==> src/rtl/mem_port_arbiter.sv <==
// Shares one single-port synchronous memory between instruction fetch and data access.
// Define ARB_RR_EN to alternate grants under contention instead of the default fixed D-over-I priority.
module mem_port_arbiter #(
  parameter int AW  = 16,
  parameter int DW  = 16,
  parameter int LAT = 2
) (
  input  logic          clk,
  input  logic          reset,
  input  logic          IReq,
  input  logic [AW-1:0] IAddr,
  output logic [DW-1:0] IRData,
  output logic          IValid,
  input  logic          DReq,
  input  logic          DWe,
  input  logic [AW-1:0] DAddr,
  input  logic [DW-1:0] DWData,
  output logic [DW-1:0] DRData,
  output logic          DValid,
  output logic          StallF,
  output logic          StallM,
  output logic          MemEn,
  output logic          MemWe,
  output logic [AW-1:0] MemAddr,
  output logic [DW-1:0] MemWData,
  input  logic [DW-1:0] MemRData,
  output logic          Busy
);

  typedef enum logic [1:0] {IDLE, ISSUE, WAIT, RESP} state_t;

  localparam int CW = (LAT > 1) ? $clog2(LAT) : 1;

  state_t        state, stateNext;
  logic          ownerD;
  logic [AW-1:0] addrReg;
  logic          weReg;
  logic [DW-1:0] wdataReg;
  logic [CW-1:0] cntReg;
  logic [DW-1:0] rdataReg;
  logic          anyReq;
  logic          grantD;
  logic          inIssue;
  logic          inResp;

  assign anyReq = IReq | DReq;

`ifdef ARB_RR_EN
  logic lastD;

  // Under contention, D wins only if I was granted last; single requests always win.
  assign grantD = DReq & (~IReq | ~lastD);

  always_ff @(posedge clk or posedge reset) begin
    if (reset) begin
      lastD <= 1'b0;
    end else if (state == IDLE && anyReq) begin
      lastD <= grantD;
    end
  end
`else
  assign grantD = DReq;
`endif

  always_ff @(posedge clk or posedge reset) begin
    if (reset) begin
      state <= IDLE;
    end else begin
      state <= stateNext;
    end
  end

  always_comb begin
    stateNext = state;
    case (state)
      IDLE:    if (anyReq) stateNext = ISSUE;
      ISSUE:   stateNext = weReg ? RESP : WAIT;
      WAIT:    if (cntReg == '0) stateNext = RESP;
      RESP:    stateNext = IDLE;
      default: stateNext = IDLE;
    endcase
  end

  always_ff @(posedge clk or posedge reset) begin
    if (reset) begin
      ownerD   <= 1'b0;
      addrReg  <= '0;
      weReg    <= 1'b0;
      wdataReg <= '0;
      cntReg   <= '0;
      rdataReg <= '0;
    end else begin
      case (state)
        IDLE: begin
          if (anyReq) begin
            ownerD   <= grantD;
            addrReg  <= grantD ? DAddr : IAddr;
            weReg    <= grantD & DWe;
            wdataReg <= grantD ? DWData : '0;
          end
        end
        ISSUE: cntReg <= CW'(LAT - 1);
        WAIT: begin
          if (cntReg == '0) begin
            rdataReg <= MemRData;
          end else begin
            cntReg <= cntReg - 1'b1;
          end
        end
        default: ;
      endcase
    end
  end

  assign inIssue = (state == ISSUE);
  assign inResp  = (state == RESP);

  // Memory-side outputs are forced to zero outside the single issue cycle.
  assign MemEn    = inIssue;
  assign MemWe    = inIssue & weReg;
  assign MemAddr  = inIssue ? addrReg : '0;
  assign MemWData = (inIssue & weReg) ? wdataReg : '0;

  // A requester that dropped its Req before RESP has been flushed: no completion pulse.
  assign IValid = inResp & ~ownerD & IReq;
  assign DValid = inResp & ownerD & DReq;
  assign IRData = IValid ? rdataReg : '0;
  assign DRData = DValid ? rdataReg : '0;

  assign StallF = IReq & ~IValid;
  assign StallM = DReq & ~DValid;
  assign Busy   = (state != IDLE);

endmodule

==> config.mk <==
export PLATFORM = sky130hd
export DESIGN_NAME = mem_port_arbiter
export DESIGN_NICKNAME = d
export VERILOG_FILES = /design/src/rtl/mem_port_arbiter.sv
export SDC_FILE = /design/constraint.sdc
export NUM_CORES = 1
export LEC_CHECK = 0
export ABC_AREA = 0
export CORE_MARGIN = 3
export CORE_UTILIZATION = 37
export CTS_CLUSTER_SIZE = 24
export DETAILED_ROUTE_END_ITERATION = 8
export PLACE_DENSITY = 0.8
export SLEW_MARGIN = 20
export SYNTH_ARGS = -nofsm -noshare
export SYNTH_HDL_FRONTEND = slang
export SYNTH_SLANG_ARGS = --single-unit
==> constraint.sdc <==
create_clock -name clk -period 2 [get_ports clk]
set_input_delay 0.2 -clock clk [delete_from_list [all_inputs] [get_ports clk]]
set_output_delay 0.2 -clock clk [all_outputs]
set_load 0.05 [all_outputs]
==> metrics <==
Die Area=8640 um^2; CTS Buffer Depth=2; first-pass GRT wire length=12100 um; cell area after placement=4940 um^2; Max Cap Viol=0; Main synth FF type=dfrtp_1; Starting Density=0.383; post-synthesis cell area=2800 um^2; P&R area growth vs syn=82.6%; Post-Synthesis Net Count=355; Setup Buffers After CTS=0; Synth Register Bits=53; fin crit period=1.88 ns; cells after synthesis=281; PnR worst setup slack=0.117 ns; Warnings, synthesis=0; num rows=31; Synth async-reset ratio=1.00; number of global-route vias before repair=2461; Seq/Total Area, Yosys=0.474; final core occ=0.700; Synth Area per Inst=9.95 um^2; CP max-delay cell=dfrtp_1; status=finished clean; crit path launch type=flip-flop; P per Cell Area=1250 nW/um^2; CP bufs+invs=3; Critical Path End Type=output port; CTS root buf=clkbuf_8; Die W=92.9 um; CTS tree=built; area of the core=7290 um^2; Slew headroom=0.662; layout cells sized above 1=0.271; pre-CTS setup slack=-0.0504 ns; DRT Pass-1 Iters=4; Final Net Count=490; fin crit share=0.942; dominant cell type by area after synthesis=dfrtp_1; Setup CP Type=reg2out; via count=2483; DRT iter0 DRCs=75; Clock Skews=0.00856 ns; DPL Wire Length=5950 um; DRT antenna net count=0; Worst-path clk slew=0.10 ns; CP max stage delay=0.43 ns; Top delay family on crit path=buffers and inverters; Max Slew Vio Count=0; hold_buf cts=0; met3 usage=0.0422; average wire per standard cell=14.7 um; crit path DAT=1.68 ns; Fmax achieved=0.531 GHz; Slew @ Worst Pin=0.507 ns; critical path required time=1.80 ns; drt total wl=7590 um; all-layer global routing usage=0.176; routed vias/inst=4.81; Hold Vio Cnt, Final=0; Synth top area share=0.474; top cells by area, synth=dfrtp_1, and2_1, nand2_1; DIE HEIGHT=92.9 um; total CTS buffers=5; critical path fanouts, max=11; LEAKAGE=0.00236 uW; Peak VDD IR=630 uV; PortBufs=139; Final Cell Area=5100 um^2; Setup violations, final=0; largest net degree at the start of global routing=51; # clock sinks=53; gr busiest metal=met2; total grt overflow=0; initial antenna violation count=0; ordered list of cells on the worst path=inv_1, ha_2, buf_4, and3_1, buf_12; top-level I/O count=140; synth unique cells=26; Skew-Pair Late Insertion Delay=0.30 ns; number of synthesized flops with an enable pin=0; n_diodes=0; top post-synthesis cells by count=dfrtp_1, nand2_1, and2_1; Remaining DRCs=0; met1 Usage GRT=0.211; Fillers=536; Placer Congestion=0.753; # H-tree levels=2; RSZ-0062 raised after global routing=no; met2 Use GR=0.308; hold crit path type=in2reg
[area by class of cell]
| cell class | count | area, um^2 | share of cell area |
|---|---|---|---|
| Inverter | 6 | 22.5 | 0.00441 |
| Clock inverter | 3 | 46.3 | 0.00907 |
| Tap cell | 99 | 124 | 0.0243 |
| Multi-Input combinational cell | 202 | 1340 | 0.263 |
| Sequential cell | 53 | 1330 | 0.260 |
| Timing Repair Buffer | 148 | 2180 | 0.426 |
| Clock buffer | 5 | 68.8 | 0.0135 |
[where the power goes]
group          switching, uW  internal [uW]
clock network            356            375
registers                336           1580
logic                   1940           1770
total                   2630           3720
[worst paths after layout]
path / start / endpoint / slack (ns) / cells after the start
min in group asynchronous: reset / wdataReg[8] / 0.26 / 3
max in group asynchronous: reset / state[0] / 1.37 / 3
worst min register to register: wdataReg[5] / wdataReg[5] / 0.47 / 2
worst max register to register: state[0] / rdataReg[14] / 0.28 / 5
worst max-delay path: state[1] / MemWData[1] / 0.12 / 5
worst min-delay path: DReq / ownerD / 0.18 / 3
[per-stage QoR]
step / total power, uW / instances / hold slack (ns) / TNS [ns]
after floorplan: 3980 / 281 / 0.345 / -0.00974
after global placement: 5460 / 507 / 0.441 / 0
after detailed placement: 5600 / 507 / 0.450 / -0.0731
after CTS: 6350 / 515 / 0.163 / 0
after global routing: 6750 / 516 / 0.186 / 0
final: 6360 / 516 / 0.176 / 0
[layout by cell type (no fill, tap or decap), drive strengths merged, types with 2 or more instances in the layout]
| cell | count |
|---|---|
| nand2 | 53 |
| clkdlybuf4s50 | 67 |
| and3 | 18 |
| o21ai | 17 |
| ha | 5 |
| dfrtp | 53 |
| nand3 | 17 |
| and2 | 49 |
| buf | 81 |
| mux2i | 17 |
| clkbuf | 5 |
| mux2 | 17 |
| inv | 6 |
| a21boi | 2 |
[flip-flops by register name (all words and copies together), names as in the netlist]
name,count
addrReg,16
cntReg,1
ownerD,1
rdataReg,16
state,2
wdataReg,16
weReg,1
[worst register-to-register path: cells and delay by family, from the launching register on]
kind | cells | cell delay (ns)
adders and majority gates | 1 | 0.23
muxes | 1 | 0.38
buffers and inverters | 2 | 0.37
DFF | 1 | 0.46
and+or+nand+nor | 1 | 0.16
[routing by layer]
metal / wire, um / part of all wire
met1: 2960 / 0.39
met4: 144 / 0.019
met2: 3990 / 0.52
met5: 0 / 0
met3: 507 / 0.067
[kinds of logic after synthesis]
logic type	synth area share
AOI/OAI and AO/OA	0.0474
buffers and inverters	0.0537
and+or+nand+nor	0.260
DFF	0.474
muxes	0.143
adders and majority gates	0.0224
[what timing repair did]
action                     CTS  global route
resized for setup            4             3
gates cloned                 0             0
setup endpoints to repair   34            23
Note: power is estimated with default switching activity, not from simulation.
